==> src/rtl/wiscsc15_pkg.sv <==
`default_nettype none
// ============================================================================
// Module      : wiscsc15_pkg
// Description : Shared opcode map, FSM state encodings and opcode classifiers
//               for the WISC-SC15 multi-cycle sequencer.
// Revision    : 1.0 - initial release
// ============================================================================
package wiscsc15_pkg;

  localparam int unsigned OP_W = 4;
  localparam int unsigned ST_W = 3;

  typedef logic [OP_W-1:0] opcode_t;
  typedef logic [ST_W-1:0] state_t;

  localparam state_t ST_FETCH  = 3'd0;
  localparam state_t ST_DECODE = 3'd1;
  localparam state_t ST_EXEC   = 3'd2;
  localparam state_t ST_MEM    = 3'd3;
  localparam state_t ST_WB     = 3'd4;
  localparam state_t ST_HALT   = 3'd5;

  localparam opcode_t OP_ADD    = 4'b0000;
  localparam opcode_t OP_SUB    = 4'b0001;
  localparam opcode_t OP_XOR    = 4'b0010;
  localparam opcode_t OP_RED    = 4'b0011;
  localparam opcode_t OP_SLL    = 4'b0100;
  localparam opcode_t OP_SRA    = 4'b0101;
  localparam opcode_t OP_ROR    = 4'b0110;
  localparam opcode_t OP_PADDSB = 4'b0111;
  localparam opcode_t OP_LW     = 4'b1000;
  localparam opcode_t OP_SW     = 4'b1001;
  localparam opcode_t OP_LLB    = 4'b1010;
  localparam opcode_t OP_LHB    = 4'b1011;
  localparam opcode_t OP_B      = 4'b1100;
  localparam opcode_t OP_CALL   = 4'b1101;
  localparam opcode_t OP_RET    = 4'b1110;
  localparam opcode_t OP_HLT    = 4'b1111;

  function automatic logic is_mem_op(input opcode_t op);
    return (op == OP_LW) || (op == OP_SW) || (op == OP_CALL) || (op == OP_RET);
  endfunction

  // RET pops its return address from the stack, so it reads like LW.
  function automatic logic is_mem_read(input opcode_t op);
    return (op == OP_LW) || (op == OP_RET);
  endfunction

  function automatic logic is_mem_write(input opcode_t op);
    return (op == OP_SW) || (op == OP_CALL);
  endfunction

  function automatic logic is_wb_op(input opcode_t op);
    return (op[3] == 1'b0) || (op == OP_LLB) || (op == OP_LHB);
  endfunction

endpackage
`default_nettype wire

==> src/rtl/wiscsc15_retire_cnt.sv <==
`default_nettype none
// ============================================================================
// Module      : wiscsc15_retire_cnt
// Description : Free-running retired-instruction counter, wraps modulo 2^CNT_W.
// Revision    : 1.0 - initial release
// ============================================================================
module wiscsc15_retire_cnt #(
  parameter int CNT_W = 16
) (
  input  logic             clk,
  input  logic             rst,
  input  logic             inc,
  output logic [CNT_W-1:0] count
);

  logic [CNT_W-1:0] r_count;

  always_ff @(posedge clk or posedge rst) begin
    if (rst) begin
      r_count <= '0;
    end else if (inc) begin
      r_count <= r_count + CNT_W'(1);
    end
  end

  assign count = r_count;

endmodule
`default_nettype wire

==> src/rtl/wiscsc15_seq.sv <==
`default_nettype none
// ============================================================================
// Module      : wiscsc15_seq
// Description : Multi-cycle control sequencer for WISC-SC15 (FETCH/DECODE/
//               EXEC/MEM/WB/HALT) with a retired-instruction counter.
// Revision    : 1.0 - initial release
// ============================================================================
module wiscsc15_seq
  import wiscsc15_pkg::*;
#(
  parameter int CNT_W = 16
) (
  input  logic             clk,
  input  logic             rst,
  input  logic [3:0]       opcode,
  input  logic             br_taken,
  input  logic             imem_ack,
  input  logic             dm_ack,
  output logic             imem_req,
  output logic             ir_we,
  output logic             pc_we,
  output logic             pc_sel_off,
  output logic             dm_read,
  output logic             dm_write,
  output logic             rf_we,
  output logic             halted,
  output logic             retired,
  output logic [CNT_W-1:0] retire_cnt,
  output logic [2:0]       state
);

  state_t r_state;
  state_t w_next_state;

  logic w_imem_req;
  logic w_ir_we;
  logic w_pc_we;
  logic w_pc_sel_off;
  logic w_dm_read;
  logic w_dm_write;
  logic w_rf_we;
  logic w_halted;
  logic w_retired;

  always_ff @(posedge clk or posedge rst) begin
    if (rst) begin
      r_state <= ST_FETCH;
    end else begin
      r_state <= w_next_state;
    end
  end

  always_comb begin
    w_next_state = r_state;
    case (r_state)
      ST_FETCH: begin
        if (imem_ack) begin
          w_next_state = ST_DECODE;
        end
      end
      ST_DECODE: begin
        w_next_state = (opcode == OP_HLT) ? ST_HALT : ST_EXEC;
      end
      ST_EXEC: begin
        if (opcode == OP_B) begin
          w_next_state = ST_FETCH;
        end else if (is_mem_op(opcode)) begin
          w_next_state = ST_MEM;
        end else if (opcode == OP_HLT) begin
          w_next_state = ST_HALT;
        end else begin
          w_next_state = ST_WB;
        end
      end
      ST_MEM: begin
        // Non-memory opcodes cannot reach MEM; recover to FETCH if one does.
        if (!is_mem_op(opcode)) begin
          w_next_state = ST_FETCH;
        end else if (dm_ack) begin
          w_next_state = (opcode == OP_LW) ? ST_WB : ST_FETCH;
        end
      end
      ST_WB: begin
        w_next_state = ST_FETCH;
      end
      ST_HALT: begin
        w_next_state = ST_HALT;
      end
      default: begin
        w_next_state = ST_FETCH;
      end
    endcase
  end

  // Strobes are gated by rst so that requests drop the instant reset rises.
  always_comb begin
    w_imem_req   = 1'b0;
    w_ir_we      = 1'b0;
    w_pc_we      = 1'b0;
    w_pc_sel_off = 1'b0;
    w_dm_read    = 1'b0;
    w_dm_write   = 1'b0;
    w_rf_we      = 1'b0;
    w_halted     = 1'b0;
    w_retired    = 1'b0;
    if (!rst) begin
      case (r_state)
        ST_FETCH: begin
          w_imem_req = 1'b1;
          w_ir_we    = imem_ack;
        end
        ST_DECODE: begin
          w_retired = (opcode == OP_HLT);
        end
        ST_EXEC: begin
          if (opcode == OP_B) begin
            w_pc_we      = 1'b1;
            w_pc_sel_off = br_taken;
            w_retired    = 1'b1;
          end
        end
        ST_MEM: begin
          w_dm_read  = is_mem_read(opcode);
          w_dm_write = is_mem_write(opcode);
          if (dm_ack && is_mem_op(opcode) && (opcode != OP_LW)) begin
            w_pc_we      = 1'b1;
            w_pc_sel_off = (opcode == OP_CALL) || (opcode == OP_RET);
            w_retired    = 1'b1;
          end
        end
        ST_WB: begin
          w_rf_we   = 1'b1;
          w_pc_we   = 1'b1;
          w_retired = 1'b1;
        end
        ST_HALT: begin
          w_halted = 1'b1;
        end
        default: begin
          w_halted = 1'b0;
        end
      endcase
    end
  end

  wiscsc15_retire_cnt #(
    .CNT_W (CNT_W)
  ) u_retire_cnt (
    .clk   (clk),
    .rst   (rst),
    .inc   (w_retired),
    .count (retire_cnt)
  );

  assign imem_req   = w_imem_req;
  assign ir_we      = w_ir_we;
  assign pc_we      = w_pc_we;
  assign pc_sel_off = w_pc_sel_off;
  assign dm_read    = w_dm_read;
  assign dm_write   = w_dm_write;
  assign rf_we      = w_rf_we;
  assign halted     = w_halted;
  assign retired    = w_retired;
  assign state      = r_state;

endmodule
`default_nettype wire

==> config.mk <==
export PLATFORM = sky130hd
export DESIGN_NAME = wiscsc15_seq
export DESIGN_NICKNAME = d
export VERILOG_FILES = /design/src/rtl/wiscsc15_pkg.sv /design/src/rtl/wiscsc15_retire_cnt.sv /design/src/rtl/wiscsc15_seq.sv
export SDC_FILE = /design/constraint.sdc
export NUM_CORES = 1
export LEC_CHECK = 0
export ABC_CLOCK_PERIOD_IN_PS = 2750
export CAP_MARGIN = 20
export CORE_MARGIN = 5
export CORE_UTILIZATION = 30
export CTS_CLUSTER_SIZE = 25
export DETAILED_ROUTE_END_ITERATION = 8
export PLACE_DENSITY = 0.62
export SYNTH_ARGS = -nofsm -noshare
export SYNTH_HDL_FRONTEND = slang
export SYNTH_SLANG_ARGS = --single-unit
==> constraint.sdc <==
create_clock -name clk -period 2.75 [get_ports clk]
set_input_delay 0.825 -clock clk [delete_from_list [all_inputs] [get_ports clk]]
set_output_delay 0.825 -clock clk [all_outputs]
set_load 0.005 [all_outputs]
Word level (Yosys, flattened, before mapping)
Cells that the tools add are included.
{"block": "op_classes", "shifts": 0, "n_mux": 31, "add_sub_neg": 1, "n_mul": 0, "div": 0, "n_bitwise": 0, "n_eq_ne": 14, "n_reduce_logical": 10, "order_cmp": 0}
{"op": "$eq A4 B4 Y1 const B", "count": 6}
{"op": "$mux W3", "count": 7}
{"op": "$mux W1", "count": 20}
{"op": "$add A16 B1 Y16 const B", "count": 1}
{"op": "$pmux W3 S5", "count": 1}
{"op": "$eq A3 B2 Y1 const B", "count": 2}
{"op": "$eq A3 B3 Y1 const B", "count": 2}
{"op": "$logic_or A1 B1 Y1", "count": 6}
{"op": "$ne A4 B4 Y1 const B", "count": 1}
{"op": "$pmux W1 S4", "count": 1}
{"op": "$eq A3 B1 Y1 const B", "count": 1}
{"op": "$logic_not A3 Y1", "count": 1}
{"op": "$ne A3 B3 Y1 const B", "count": 1}
{"op": "$pmux W1 S3", "count": 1}
{"op": "$logic_and A1 B1 Y1", "count": 2}
{"op": "$ne A2 B2 Y1 const B", "count": 1}
{"op": "$pmux W1 S2", "count": 1}
{"op": "$reduce_and A2 Y1", "count": 1}
{"block": "totals", "latch_bits": 0, "elab_cells": 58, "regBits": 19, "inputBits": 9, "out_inout_bits": 28, "ramBits": 0, "mem_bits_ro": 0, "memories": 0}

Longest topological paths before layout
{"block": "logic_depth", "word_depth": 9, "depth_mapped": 7, "ltp_nobuf": 6}

Hierarchy
From an unflattened synthesis, not the netlist that was laid out.
{"block": "hier_totals", "cells_unflattened": 119, "area_unflattened_um2": 1152.4}
{"mod": "wiscsc15_retire_cnt", "area_each_um2": 710.7, "seq_area_each_um2": 400.4, "n_inst": 1, "cells_per_inst": 57}
{"mod": "wiscsc15_seq", "area_each_um2": 441.7, "seq_area_each_um2": 75.1, "n_inst": 1, "cells_per_inst": 62}

Worst setup path after synthesis
OpenSTA, ideal clock, no wires.
{"block": "synth_path", "kind": "in2out", "startpoint": "input port opcode[0]", "endpoint": "output port pc_we", "cell_stages": 6, "t_required_ns": 1.925, "path_slack_ns": -0.117, "path_buffers": 2, "t_arrival_ns": 2.042, "cell_sequence": "buf_4 > nor3_2 > a211oi_4 > a41oi_4 > buf_6 > o21ba_2"}
{"block": "synth_between", "elab_chain_cells": 9, "word_cells_on_any_way": 15, "classes_between": "eq/ne: 6; mux: 4; reduce/logical: 5"}
{"item": "from (decl)", "line": "wiscsc15_seq.sv:15", "text": "input logic [3:0] opcode,"}
{"item": "$eq A4 B4 Y1", "line": "wiscsc15_pkg.sv:41", "text": "return (op == OP_LW) || (op == OP_SW) || (op == OP_CALL) || (op == OP_RET);"}
{"item": "$logic_or A1 B1 Y1 (3 in series)", "line": "wiscsc15_pkg.sv:41"}
{"item": "$logic_and A1 B1 Y1 (2 in series)", "line": "wiscsc15_seq.sv:125", "text": "if (dm_ack && is_mem_op(opcode) && (opcode != OP_LW)) begin"}
{"item": "$mux W1", "line": "wiscsc15_seq.sv:125"}
{"item": "$pmux W1 S3 *", "line": "wiscsc15_seq.sv:107", "text": "case (r_state)"}
{"item": "$mux W1 *", "line": "wiscsc15_seq.sv:106", "text": "if (!rst) begin"}
{"item": "to (decl)", "line": "wiscsc15_seq.sv:21", "text": "output logic pc_we,"}
Every way passes the cells marked *; elsewhere a longest branch is shown, timed or not.

Final worst setup path
{"block": "layout_path", "startpoint": "input port opcode[2]", "endpoint": "output port pc_we"}
Same word-level chain as after synthesis.

==> impl_results.md <==
- Final min period: between 2 and 3 ns
- Num rows: 24
- Num ports: 37
- Worst reg2reg startpoint: state[1]$_DFFE_PP0P_
- 1st-iter DRT viols: 50
- Max Clock Freq: ~0.36 GHz
- WL per Instance: around 14 um
- Startpoint class of the critical path: input pin
- Initial antenna violation count: 0
- Max-cap violations: 0
- CP Capture Type: output port
- Root Buffer: clkbuf_8
- Layout area overhead: 52.8%
- Nets: about 210
- Drt via density: ~5.0
- FFs w/ async S/R, synth: between 90% and 100%
- Outcome: finished with violations
- Yosys reg bits: 19
- Vias after detailed routing: roughly 1,300
- # DRC: 0
- Fill count: around 420
- Setup WS post-layout: -0.0658 ns
- Final setup vio count: 3
- Routed WL: 3.48 mm
- Slew @ Worst Pin: around 0.36 ns
- Synth top cells by count: dfrtp_1 (19), xor2_1 (16), a21oi_2 (10)
- Die Span X: 77.3 um
- Cell Area, Synth: 1360 um^2
- Max Slew Vio Count: 0
- Pin count of the biggest net entering global routing: 22
- Clk sink count: 19
- Antenna Cells: 0
- Critical path origin: opcode[2]
- Storage element area: ~480 um^2
- Synth Area per Inst: 10.1 um^2
- Full die area: 5980 um^2
- Inserted Clock Buffers: 3
- Clock-pin slew on the worst setup and hold paths: approximately 0.07 ns
- Leak pwr: around 0.95 nW
- Gr usage total: between 10% and 20%
- Worst Path Max Fanout: 4
- Post-synth EDFFs: 0
- Top-count cell post-synth: dfrtp_1
- CTS tree: built
- Yosys top cell by area: dfrtp_1
- Max Clock Skew: 0.00240 ns
- Final Core Density: 47.4%
- Min-delay src: u_retire_cnt.count[15]$_DFFE_PP0P_
- Fraction of layout cells with a size suffix above 1: 38.0%
- Cell variety after synth: 47
- Core ar.: approximately 4400 um^2
- Count of hold-fix buffers inserted at cts: 0
- Synth area leaders: dfrtp_1 (35%), xor2_1 (10%), a21oi_2 (6.4%), nand4_1 (3.7%), a21oi_1 (2.6%)
- Peak supply drop: 0.266 mV
- Footprint of the multi-input gates: approximately 840 um^2
- Post-synth top flop: dfrtp_1
- Die Span Y: roughly 77 um
- Pwr/cell area: ~580 nW/um^2
- DR pass1 iterations: 4
- Total global routing overflow: 0
- Post-Syn Instances: around 130
- Critical Path AT: about 2.0 ns
- Vias in the first global route: 1,300
- IO Port Bufs: 36
- Slew HR: roughly 76%
- H-tree depth: 1
- Hold crit path type: reg -> reg
- Initial Util: between 30 and 40%
- Syn Nets: between 100 and 150
- Gp weighted congestion: 0.843
- Seq/Total Area, Yosys: 35.0%
- Reg2Reg Depth: 8
- Period utilisation layout: 102%
- Final hold violations: 0
- Hold Path Stages: 1
- Clock Path Buffers: 2
- Place WS: -0.872 ns
- Synth top area share: approximately a third
- First-pass GRT wire length: between 5 and 6 mm
- Clk Latency, worst-skew pair: about 0.25 ns
- Failing checks: setup timing
- Critical path required time: around 1.9 ns
- Critical path type: in -> out
- RSZ-0062 raised after global routing: yes
- Synth warn: 0
- Detail Placement HPWL: around 2.7 mm
- Final ANT Viol Nets: 0
## cell usage in the layout, fill, tap and decap left out, types with 2 or more instances in the layout
cell type        synthesis  final
buf_4                    3     31
clkdlybuf4s50_1          0     24
dfrtp_1                 19     19
xor2_1                  16     16
a21oi_2                 10     10
nand4_1                  8      8
buf_6                    3      8
a21oi_1                  7      7
nor2_1                   7      6
nand2_1                  7      6
nand3_1                  6      6
nand2b_1                 4      4
and4_1                   4      4
clkbuf_8                 0      3
dlygate4sd2_1            0      3
inv_2                    0      2
nor3_2                   1      2
nor3_1                   4      2
buf_2                    1      2
## layer usage
metal	part of all wire [%]	GRT usage, %	routed length, um
met5	0	0	0
met4	2.2	4.98	78
met3	5.2	2.89	180
met2	51	21.0	1760
met1	42	13.2	1460
## kinds of logic (layout without fill, tap and decap cells)
kind of cell | after synthesis | after routing | synth area share [%]
AND/OR/NAND/NOR | 53 | 53 | 24.7
multiplexers | 1 | 1 | 1.10
adder cells (fa/ha/maj) | 1 | 1 | 0.920
XOR/XNOR | 18 | 18 | 12.1
buffers and inverters | 13 | 79 | 7.36
AO/OA/AOI/OAI | 29 | 29 | 18.9
flip-flops | 19 | 19 | 35.0
## worst paths after layout
check | to | slack, ns
worst max-delay path | pc_we | -0.07
worst min-delay path | u_retire_cnt.count[15]$_DFFE_PP0P_ | 0.46
worst max register to register | u_retire_cnt.count[7]$_DFFE_PP0P_ | 0.68
worst min register to register | u_retire_cnt.count[15]$_DFFE_PP0P_ | 0.46
max in group asynchronous | u_retire_cnt.count[5]$_DFFE_PP0P_ | 1.87
min in group asynchronous | state[0]$_DFFE_PP0P_ | 0.67
## report_power, final
group | switching (W) | internal (W) | total, W | leakage (nW)
clock | 0.0000896 | 0.000101 | 0.000190 | 0.0255
combinational | 0.000267 | 0.000358 | 0.000625 | 0.671
sequential | 0.0000771 | 0.000322 | 0.000400 | 0.258
total | 0.000434 | 0.000781 | 0.00121 | 0.954
## metrics by stage
stage                     power (W)  hold WS [ns]  TNS, ns  cells  cell area [um^2]
after floorplan            0.000711         0.465  -0.0456    134              1380
after global placement     0.000971         0.463    -4.93    241              1930
after detailed placement   0.000982         0.458    -5.64    241              1930
after CTS                   0.00125         0.470   -0.458    254              2090
after global routing        0.00130         0.493   -0.245    252              2080
final                       0.00121         0.463  -0.0781    252              2080
## worst max-delay path, stage by stage
cell and delay, ns:
buf_8 0.10, buf_6 0.11, and4b_1 0.16, a22o_1 0.21
a41oi_4 0.22, buf_6 0.13, o21ba_4 0.14, clkbuf_2 0.11
## final cells by class
| class | instances | share of cell area, % |
|---|---|---|
| clock buffers | 3 | 1.99 |
| well taps | 52 | 3.13 |
| multi-input cells | 102 | 40.3 |
| clock inverters | 1 | 0.241 |
| repair buffers | 72 | 30.9 |
| inverters | 3 | 0.542 |
| flip-flops and latches | 19 | 22.9 |
## timing repair
item,CTS,global route
pin swaps,7,6
gates cloned,0,0
buffers inserted,9,0
endpoints found under the setup margin,9,5
resized for setup,54,7
## registers in the layout, summed over array words and instances (netlist names)
name and cells:
u_retire_cnt.count 16, state 3
(Power assumes the default switching activity.)
==> edit: new RTL, config.mk and constraints unchanged <==
Make the reset (`rst`) synchronous in 2 clocked blocks.
--- a/src/rtl/wiscsc15_retire_cnt.sv
+++ b/src/rtl/wiscsc15_retire_cnt.sv
@@ -15,7 +15,7 @@
 
   logic [CNT_W-1:0] r_count;
 
-  always_ff @(posedge clk or posedge rst) begin
+  always_ff @(posedge clk) begin
     if (rst) begin
       r_count <= '0;
     end else if (inc) begin
--- a/src/rtl/wiscsc15_seq.sv
+++ b/src/rtl/wiscsc15_seq.sv
@@ -42,7 +42,7 @@
   logic w_halted;
   logic w_retired;
 
-  always_ff @(posedge clk or posedge rst) begin
+  always_ff @(posedge clk) begin
     if (rst) begin
       r_state <= ST_FETCH;
     end else begin
Behaviour: differs if rst is asserted again (counterexample within 4 cycles, from zero or initial values and one cycle with rst high); with rst held inactive, the same outputs for 10 cycles.
==> edit against the unedited design <==
Worst setup slack gained 0.13 ns. First-iteration DRC count up 32%. Sequential cell count unchanged. Synthesized area rose by 20%. Global-route usage up 0.10 points. Final area rose by 10%. Wire length up 21%. Critical endpoint is now pc_sel_off. Largest cell class unchanged. Highest routed layer unchanged.
Power is not compared: it rests on default switching activity, and its combinational part moved more than twofold at a synthesized area within 25%.
==> edit: results (changes against the unedited design) <==
status=finished, final reports clean; layout cells sized above 1=0.281 (-0.0988); largest net degree at the start of global routing=26 (+18%); Yosys Warn Count=0 (unchanged); Worst Hold End=u_retire_cnt.count[15]; HPWL after detailed placement=3330 µm (+24%); vias in the first global route=1506 (+16%); Syn Inst Count=196 (+46%); Async SR Flop Fraction=0 (-1.00); WHS Path Cells=2 (+1); syn nets=206 (+43%); clock tree buffer depth=2 (unchanged); fin nets=267 (+27%); sequential share of the synthesized area=0.234 (-0.116); Placement Setup Slack=-0.763 ns (+0.110 ns); first-pass GRT wire length=6990 µm (+19%); Placed Cells=319 (+32%); terminus of the critical flop-to-flop path=u_retire_cnt.count[13]; synth cell count leaders=19 x dfxtp_1, 15 x nor2_1, 14 x nand2_1; vias=1630 (+30%); Placer Congestion=0.785 (-7.0%); Cell Count, Final, Fillers Out=326 (+29%); fill count=521 (+24%); clock skew=0.00210 ns (-0.000304 ns); arrival time at the worst endpoint=1.86 ns (-0.13 ns); Avg WL per Cell=12.9 µm (-6.5%); Yosys cell types=59 (+26%); worst r2r path cells=6 (-2); worst-path maximum fanout=5 (+1); Worst-Margin Slew=0.504 ns (+0.146 ns); start of the worst register-to-register path=state[0]; first-pass detailed-route iteration total=4 (unchanged); Hold Startpoint=u_retire_cnt.count[15]; FF-to-FF setup slack=0.80 ns (+0.12 ns)
-- edit: cell types whose count changed in the layout (fill, tap and decap cells not counted), sizes merged, moves of 3 or more --
cell   before  now
o21ai       1    5
nor2        7   16
inv         3    7
nor3        5   14
nor3b       1    8
mux2i       0    7
nand3       6   11
nand2       7   14
a21oi      18   13
dfrtp      19    0
mux2        1    4
nor2b       1    9
dfxtp       0   19
xor2       16    4
-- edit: power by group through the flow --
| stage | Sequential [mW] | Clock (mW) | Combinational (mW) |
|---|---|---|---|
| floorplan | 0.312 | 0 | 0.0908 |
| global placement | 0.315 | 0 | 0.166 |
| detailed placement | 0.315 | 0 | 0.167 |
| CTS | 0.309 | 0.207 | 0.170 |
| global route | 0.312 | 0.214 | 0.185 |
| finish | 0.309 | 0.198 | 0.171 |
-- edit: final cells by class --
cell class	count	area (µm²)	share of cell area
Multi-Input combinational cell	155	1150	0.502
Clock buffer	4	45.0	0.0197
Tap cell	70	87.6	0.0383
Timing Repair Buffer	71	597	0.261
Inverter	7	28.8	0.0126
Sequential cell	19	383	0.167
-- edit: what timing repair did --
action                     in CTS  in global routing
setup buffers                   3                  1
pin swaps                       5                  4
setup endpoints to repair       9                  4
gates resized for setup        37                 19
cloned                          0                  0
-- edit: through the flow --
step            util  TNS, ns  instance area (µm²)  hold WS, ns  power (mW)
2_1_floorplan      -        0                 1630        0.538       0.403
3_3_place_gp   0.428    -5.65                 2210        0.540       0.482
3_5_place_dp   0.428    -5.92                 2210        0.553       0.482
4_1_cts        0.443   -0.121                 2290        0.573       0.685
5_1_grt        0.443        0                 2290        0.597       0.712
6_report       0.443        0                 2290        0.559       0.678
-- edit: cells by family after synthesis --
logic type | count (synthesis) | synth area share
buffers and inverters | 22 | 0.0793
adders and majority gates | 1 | 0.00770
AOI/OAI and AO/OA | 39 | 0.214
xor gates and xnor gates | 4 | 0.0216
DFF | 19 | 0.234
and+or+nand+nor | 100 | 0.373
muxes | 11 | 0.0708
-- edit: metal layers --
layer,part of all wire,routed length [µm],up-vias,global-route usage
met1,0.50,2120,748,0.161
met5,0,0,-,0
met4,0.0017,7,0,0.0132
met2,0.45,1890,33,0.195
met3,0.044,185,3,0.0316
li1,-,-,846,-
-- edit: worst max-delay path by stage --
stage | endpoint | cells after the start | slack [ns] | start
after global routing | rf_we | 4 | 0.002 | state[0]
after CTS | retired | 6 | -0.12 | opcode[3]
after global placement | retired | 6 | -0.76 | opcode[1]
after detailed placement | retired | 6 | -0.76 | opcode[1]
final | pc_sel_off | 7 | 0.06 | opcode[0]
after floorplan | retired | 6 | 0.20 | opcode[0]
-- edit: critical path: stages --
cell	delay, ns
buf_4	0.13
buf_6	0.12
buf_4	0.14
xor2_1	0.13
a32oi_1	0.18
nor2_1	0.07
dlygate4sd2_1	0.26
